--- src/rtl/apb_master_bridge.sv ---
// APB initiator: turns single-word host commands into APB SETUP/ACCESS transfers.
// Handles PREADY wait states with a bounded timeout and reports PSLVERR back to the host.
module apb_master_bridge #(
  parameter int AMBA_ADDR_WIDTH = 20,
  parameter int AMBA_WORD       = 32,
  parameter int TIMEOUT_CYCLES  = 16
) (
  input  logic                       clk,
  input  logic                       rst,
  input  logic                       cmd_valid,
  output logic                       cmd_ready,
  input  logic                       cmd_write,
  input  logic [AMBA_ADDR_WIDTH-1:0] cmd_addr,
  input  logic [AMBA_WORD-1:0]       cmd_wdata,
  output logic                       rsp_valid,
  input  logic                       rsp_ready,
  output logic [AMBA_WORD-1:0]       rsp_rdata,
  output logic                       rsp_err,
  output logic [AMBA_ADDR_WIDTH-1:0] PADDR,
  output logic [AMBA_WORD-1:0]       PWDATA,
  output logic                       PWRITE,
  output logic                       PSEL,
  output logic                       PENABLE,
  input  logic                       PREADY,
  input  logic [AMBA_WORD-1:0]       PRDATA,
  input  logic                       PSLVERR
);

  localparam int CW = $clog2(TIMEOUT_CYCLES + 1);

  typedef enum logic [1:0] {IDLE, SETUP, ACCESS, RESP} state_t;

  state_t        state, state_nxt;
  logic [CW-1:0] wait_cnt;
  logic          xfer_done;
  logic          timeout_hit;

  // Byte-lane bits are dropped: the register file is word addressed.
  logic unused_addr_lsb;
  assign unused_addr_lsb = ^cmd_addr[1:0];

  assign cmd_ready   = (state == IDLE);
  assign xfer_done   = (state == ACCESS) && PREADY;
  // Abort on the TIMEOUT_CYCLES-th consecutive low-PREADY ACCESS edge.
  assign timeout_hit = (state == ACCESS) && !PREADY && (wait_cnt == CW'(TIMEOUT_CYCLES - 1));

  always_ff @(posedge clk or posedge rst) begin
    if (rst) state <= IDLE;
    else     state <= state_nxt;
  end

  always_comb begin
    state_nxt = state;
    case (state)
      IDLE:    if (cmd_valid)                state_nxt = SETUP;
      SETUP:                                 state_nxt = ACCESS;
      ACCESS:  if (xfer_done || timeout_hit) state_nxt = RESP;
      RESP:    if (rsp_ready)                state_nxt = IDLE;
      default:                               state_nxt = IDLE;
    endcase
  end

  always_ff @(posedge clk or posedge rst) begin
    if (rst) begin
      PADDR     <= '0;
      PWDATA    <= '0;
      PWRITE    <= 1'b0;
      PSEL      <= 1'b0;
      PENABLE   <= 1'b0;
      rsp_valid <= 1'b0;
      rsp_rdata <= '0;
      rsp_err   <= 1'b0;
      wait_cnt  <= '0;
    end else begin
      case (state)
        IDLE: begin
          if (cmd_valid) begin
            PADDR  <= {cmd_addr[AMBA_ADDR_WIDTH-1:2], 2'b00};
            PWDATA <= cmd_wdata;
            PWRITE <= cmd_write;
            PSEL   <= 1'b1;
          end
        end
        SETUP: PENABLE <= 1'b1;
        ACCESS: begin
          if (xfer_done) begin
            PSEL      <= 1'b0;
            PENABLE   <= 1'b0;
            rsp_rdata <= PWRITE ? '0 : PRDATA;
            rsp_err   <= PSLVERR;
            rsp_valid <= 1'b1;
            wait_cnt  <= '0;
          end else if (timeout_hit) begin
            PSEL      <= 1'b0;
            PENABLE   <= 1'b0;
            rsp_rdata <= '0;
            rsp_err   <= 1'b1;
            rsp_valid <= 1'b1;
            wait_cnt  <= '0;
          end else begin
            wait_cnt  <= wait_cnt + CW'(1);
          end
        end
        RESP: begin
          // rsp_rdata deliberately keeps its value after the handshake.
          if (rsp_ready) begin
            rsp_valid <= 1'b0;
            rsp_err   <= 1'b0;
          end
        end
        default: ;
      endcase
    end
  end

endmodule
--- config.mk ---
export PLATFORM = sky130hd
export DESIGN_NAME = apb_master_bridge
export DESIGN_NICKNAME = d
export VERILOG_FILES = /design/src/rtl/apb_master_bridge.sv
export SDC_FILE = /design/constraint.sdc
export NUM_CORES = 1
export LEC_CHECK = 0
export ABC_CLOCK_PERIOD_IN_PS = 2700
export BUFFER_PORTS_ARGS = -buffer_cell sky130_fd_sc_hd__buf_4
export CAP_MARGIN = 40
export CORE_UTILIZATION = 35
export DETAILED_ROUTE_END_ITERATION = 6
export PLACE_DENSITY = 0.66
export SLEW_MARGIN = 20
export SYNTH_ARGS = -nofsm -noshare
export SYNTH_HDL_FRONTEND = slang
export SYNTH_SLANG_ARGS = --single-unit
--- constraint.sdc ---
create_clock -name clk -period 2.7 [get_ports clk]
set_clock_uncertainty 0.1 [all_clocks]
set_input_delay 0 -clock clk [delete_from_list [all_inputs] [get_ports clk]]
set_output_delay 0 -clock clk [all_outputs]
set_load 0.1 [all_outputs]
---- Yosys cells after proc, flatten, opt, wreduce, memory -nomap -nowiden ----
Index checks and enable logic that the tools add are counted.
cells by class
  $add $sub $neg .......................... 1
  multipliers ............................. 0
  div/mod/pow operators ................... 0
  order comparisons ....................... 0
  equal/unequal tests ..................... 8
  shift operators ......................... 0
  multiplexer cells ....................... 20
  bitwise operators ....................... 0
  reduce and logical (&&, ||, !) cells .... 16
operator list
  cell                                                                      count
  32-bit two-way mux                                                        3
  5-bit two-way mux                                                         2
  3-bit AND reduction                                                       3
  1-bit one-hot mux with 2 select lines                                     4
  2-bit one-hot mux with 4 select lines                                     1
  2-bit nonzero test                                                        4
  1-bit two-way mux                                                         7
  2-bit two-way mux                                                         3
  2-bit AND reduction                                                       3
  5-bit by 1-bit adder with 5-bit output (second input constant)            1
  5-bit by 4-bit == test with 1-bit output (second input constant)          1
  2-bit == test (second input constant)                                     2
  2-bit inequality test (second input constant)                             2
  1-bit logical AND                                                         3
  3-bit inequality test (second input constant)                             1
  2-bit by 1-bit == test with 1-bit output (second input constant)          1
  2-bit zero test                                                           1
  2-bit by 1-bit inequality test with 1-bit output (second input constant)  1
  1-bit zero test                                                           1
  1-bit logical OR                                                          1
word-level totals
  register bits ........................... 94
  bits in latches ......................... 0
  bits in writable memories ............... 0
  memory bits (read-only) ................. 0
  input bits .............................. 91
  output and inout port bits .............. 90
  logic and storage cells ................. 55
  memories kept ........................... 0

---- Depth between registers and ports, before layout ----
  word-level depth ........................ 6
  mapped depth ............................ 7
  depth with buffers taken out ............ 5

---- Worst setup path before layout ----
No wires, ideal clock.
  kind .................................... register to register
  start point ............................. register state[0]
  end point ............................... register PWRITE
  library setup time ...................... 0.126 ns
  data arrival time ....................... 2.121 ns
  required time ........................... 2.474 ns
  slack ................................... 0.353 ns
  stages on the path, launching flop included .. 6
  buffers on the path ..................... 1
  clock period less this slack ............ 2.347 ns
  cells stage by stage .................... dfrtp_1 -> inv_1 -> ha_1 -> nand2_1 -> buf_2 -> mux2_2
on the way
  cells in the longest elaborated chain, start to end .. 2
ends and longest elaborated chain
  item                                  RTL line  text
  from (decl)                           33        state_t state, state_nxt;
  from (signal assigned)                49        else state <= state_nxt;
  2-bit zero test                       -
  via cmd_ready                         11        output logic cmd_ready,
  2-bit AND reduction (no source line)  -
  to (signal assigned)                  80        PWRITE <= cmd_write;
  to (decl)                             21        output logic PWRITE,
The timed path passes the listed nets, and every way through them passes these cells.
A chain may end at the register's enable or synchronous reset.

---- Worst setup path in the final report ----
  start point ............................. register state[0]
  end point ............................... register rsp_err
on the way
  cells in the longest elaborated chain, start to end .. 5
  elaborated cells on any way between the ends .. 11
  those cells by class .................... eq/ne: 4; mux: 2; reduce/logical: 5
ends and longest elaborated chain
  item                                    RTL line    text
  2-bit == test                           43, 45, 75
  1-bit logical AND (2 in series)         45          assign timeout_hit = (state == ACCESS) && !PREADY && (wait_cnt == CW'(TIMEOUT_CYCLES - 1));
  3-bit inequality test (no source line)  -
  3-bit AND reduction (no source line)    -
  to (signal assigned)                    72          rsp_err <= 1'b0;
  to (signal assigned)                    90          rsp_err <= PSLVERR;
  to (signal assigned)                    97          rsp_err <= 1'b1;
  to (decl)                               18          output logic rsp_err,
Several ways; a longest one is shown, not always the timed one.

==> flow_metrics.py <==
metrics = {
    "route": {
        "wire_per_inst_microns": 15.4,
        "ant_nets": 0,
        "vias": 3083,
        "drc": 0,
        "wl_microns": 10100,
        "first_iter_violations": 136,
        "dr.pass1.iters": 4,
        "vias_per_cell": 4.72,
    },
    "synth": {
        "syn_avg_cell_area_sq_um": 15.0,
        "ys_seq_area_share_pct": 63.6,
        "netlist_area_sq_mm": 0.00370,
        "ys_ff_latch": 94,
        "syn_inst": 246,
        "ys_warn_count": 0,
        "netlist-cell-type-count": 35,
    },
    "clocking": {
        "ctsResizeCount": 0,
        "cts_max_path_buffers": 2,
        "cts_root_buf": "clkbuf_8",
        "clock_latency_ps": 350,
        "clk_pin_slew_ps": 90,
        "cts_buffers": 9,
        "clock_sinks": 94,
        "tritoncts": "done",
        "htreeDepth": 3,
    },
    "sta": {
        "min_period_ps": 2240,
        "setup_viol": 0,
        "fin_tns_setup_ps": 0,
        "worst_slack_ps": 459,
        "period_share_pct": 83.0,
        "fmax_mhz": 446,
        "relSlewSlack_pct": 63.5,
        "hold_ws_ps": 189,
        "tightest_slew_ps": 547,
        "hold_viol": 0,
        "rsz0062_at_grt": "false",
        "slew_violations": 0,
    },
    "global_route": {
        "grt_use_total_pct": 18.5,
        "grt_pass1_vias": 3229,
        "antenna_found_initial": 0,
        "grt.overflow.total": 0,
        "grt_max_degree": 53,
        "grt_pass1_wl_microns": 16000,
    },
    "critical_path": {
        "path_cells": "inv_1 > ha_1 > inv_1 > a21oi_1 > o221ai_1 > dlygate4sd3_1",
        "cp-start-kind": "flop",
        "cpMaxStageDelayCell": "dlygate4sd3_1",
        "critical-path-max-stage-delay_ps": 580,
        "crit_buf_inv": 3,
        "critPathRequiredTime_ps": 2840,
        "cpMostUsedCell": "inv_1",
        "cp-end-kind": "flop",
        "path_class": "reg -> reg",
        "crit_fanout": 10,
        "critical_path_arrival_ps": 2380,
        "cp_top_family": "buffers and inverters",
    },
    "min_path": {
        "hold_class": "in -> async",
    },
    "run": {
        "drv_cap": 0,
    },
    "layout": {
        "diodes": 0,
        "utilization_pct": 60.8,
        "area_growth_pct": 69.0,
        "layout-drive-gt1-share_pct": 49.1,
        "nets": 610,
    },
    "floorplanning": {
        "design.core.area_sq_mm": 0.0103,
        "die_h_microns": 105,
        "start_util_pct": 36.0,
        "ios": 181,
        "die-area_sq_mm": 0.0110,
        "row_count": 37,
        "die_w_microns": 105,
    },
    "placed_design": {
        "place_congestion": 0.774,
        "port_buffers": 176,
        "place_hpwl_microns": 6020,
        "dp_slack_ps": 714,
    },
    "status": {
        "status": "completed",
    },
}
==> logic make-up after synthesis <==
logic type,share of synthesized area (%)
multiplexers,16.1
buffers and inverters,3.32
other,0.101
AO/OA/AOI/OAI,11.3
flip-flops,63.6
adder cells (fa/ha/maj),2.03
AND/OR/NAND/NOR,3.52
==> worst paths after layout <==
check | from | endpoint | slack (ps) | cells after the start
worst max-delay path | state[0] | rsp_err | 460 | 6
worst max register to register | state[0] | rsp_err | 460 | 6
worst min-delay path | rst | rsp_rdata[17] | 190 | 3
worst min register to register | rsp_rdata[15] | rsp_rdata[15] | 410 | 1
min in group clk | PRDATA[12] | rsp_rdata[12] | 300 | 3
max in group asynchronous | rst | PSEL | 1630 | 4
==> stage by stage <==
stage,cells,instance area (sq um)
after floorplan,247,3700
after global placement,549,5170
after detailed placement,549,5170
after CTS,653,6250
after global routing,653,6250
final,653,6250
==> tightest hold or removal path: cells and delay by family <==
| kind | cells | cell delay, ps |
|---|---|---|
| buffers and inverters | 3 | 1090 |
==> cell usage after synthesis (all sizes together) <==
cell type	instances	area [sq um]
nor4	1	6.26
nand2b	1	6.26
a32o	1	10.0
mux2	52	586
o221ai	1	8.76
dfrtp	94	2350
and3	1	6.26
nand2	3	11.3
ha	6	75.1
and4b	1	11.3
and2	1	6.26
nor2	2	7.51
a222oi	1	10.0
mux2i	1	10.0
nor2b	1	8.76
inv	9	33.8
nand4b	2	32.5
conb	1	3.75
o32a	1	11.3
a221o	1	10.0
a22o	32	280
buf	15	88.8
a31oi	1	6.26
a21oi	2	10.0
nand3	3	15.0
o2bb2ai	2	17.5
o21ai	7	38.8
nor3b	1	18.8
o21a	1	7.51
o311ai	1	8.76
==> repair_timing <==
| action | CTS | global route |
|---|---|---|
| hold buffers | 89 | 0 |
| hold endpoints to repair | 133 | 0 |
| buffers inserted | 0 | 0 |
==> cells in the final DEF, fill, tap and decap left out, types with 2 or more instances in the layout <==
| cell type | instances |
|---|---|
| inv_1 | 8 |
| o21ai_0 | 6 |
| nand3_1 | 3 |
| ha_1 | 6 |
| conb_1 | 2 |
| dfrtp_1 | 94 |
| clkinvlp_4 | 2 |
| buf_4 | 179 |
| a21oi_1 | 2 |
| clkbuf_8 | 9 |
| nor2_1 | 2 |
| nand2_1 | 2 |
| buf_12 | 2 |
| mux2_2 | 51 |
| dlygate4sd3_1 | 89 |
| a22o_1 | 32 |
| o2bb2ai_1 | 2 |
==> cell type report <==
class,instances,area (sq um)
Sequential cell,94,2350
Clock inverter,5,58.8
Multi-Input combinational cell,129,1230
Inverter,9,36.3
Clock buffer,10,128
Timing Repair Buffer,270,2270
Fill cell,831,4030
Tap cell,136,170
==> flip-flops by register name (all words and copies together) (netlist names) <==
register and count:
PWDATA 32, wait_cnt 5, rsp_rdata 32, PENABLE 1
rsp_valid 1, PADDR 18, rsp_err 1, PWRITE 1
PSEL 1, state 2
==> routing by layer <==
layer | vias to the layer above | GRT usage [%] | share of wire (%)
li1 | 1427 | - | -
met1 | 1536 | 22.8 | 42
met2 | 111 | 32.3 | 52
met3 | 9 | 3.99 | 4.9
met4 | 0 | 5.84 | 0.93
met5 | - | 0 | 0
Power is not shown: default switching activity piles up to over one toggle a cycle in this logic, so the estimate is an artifact.
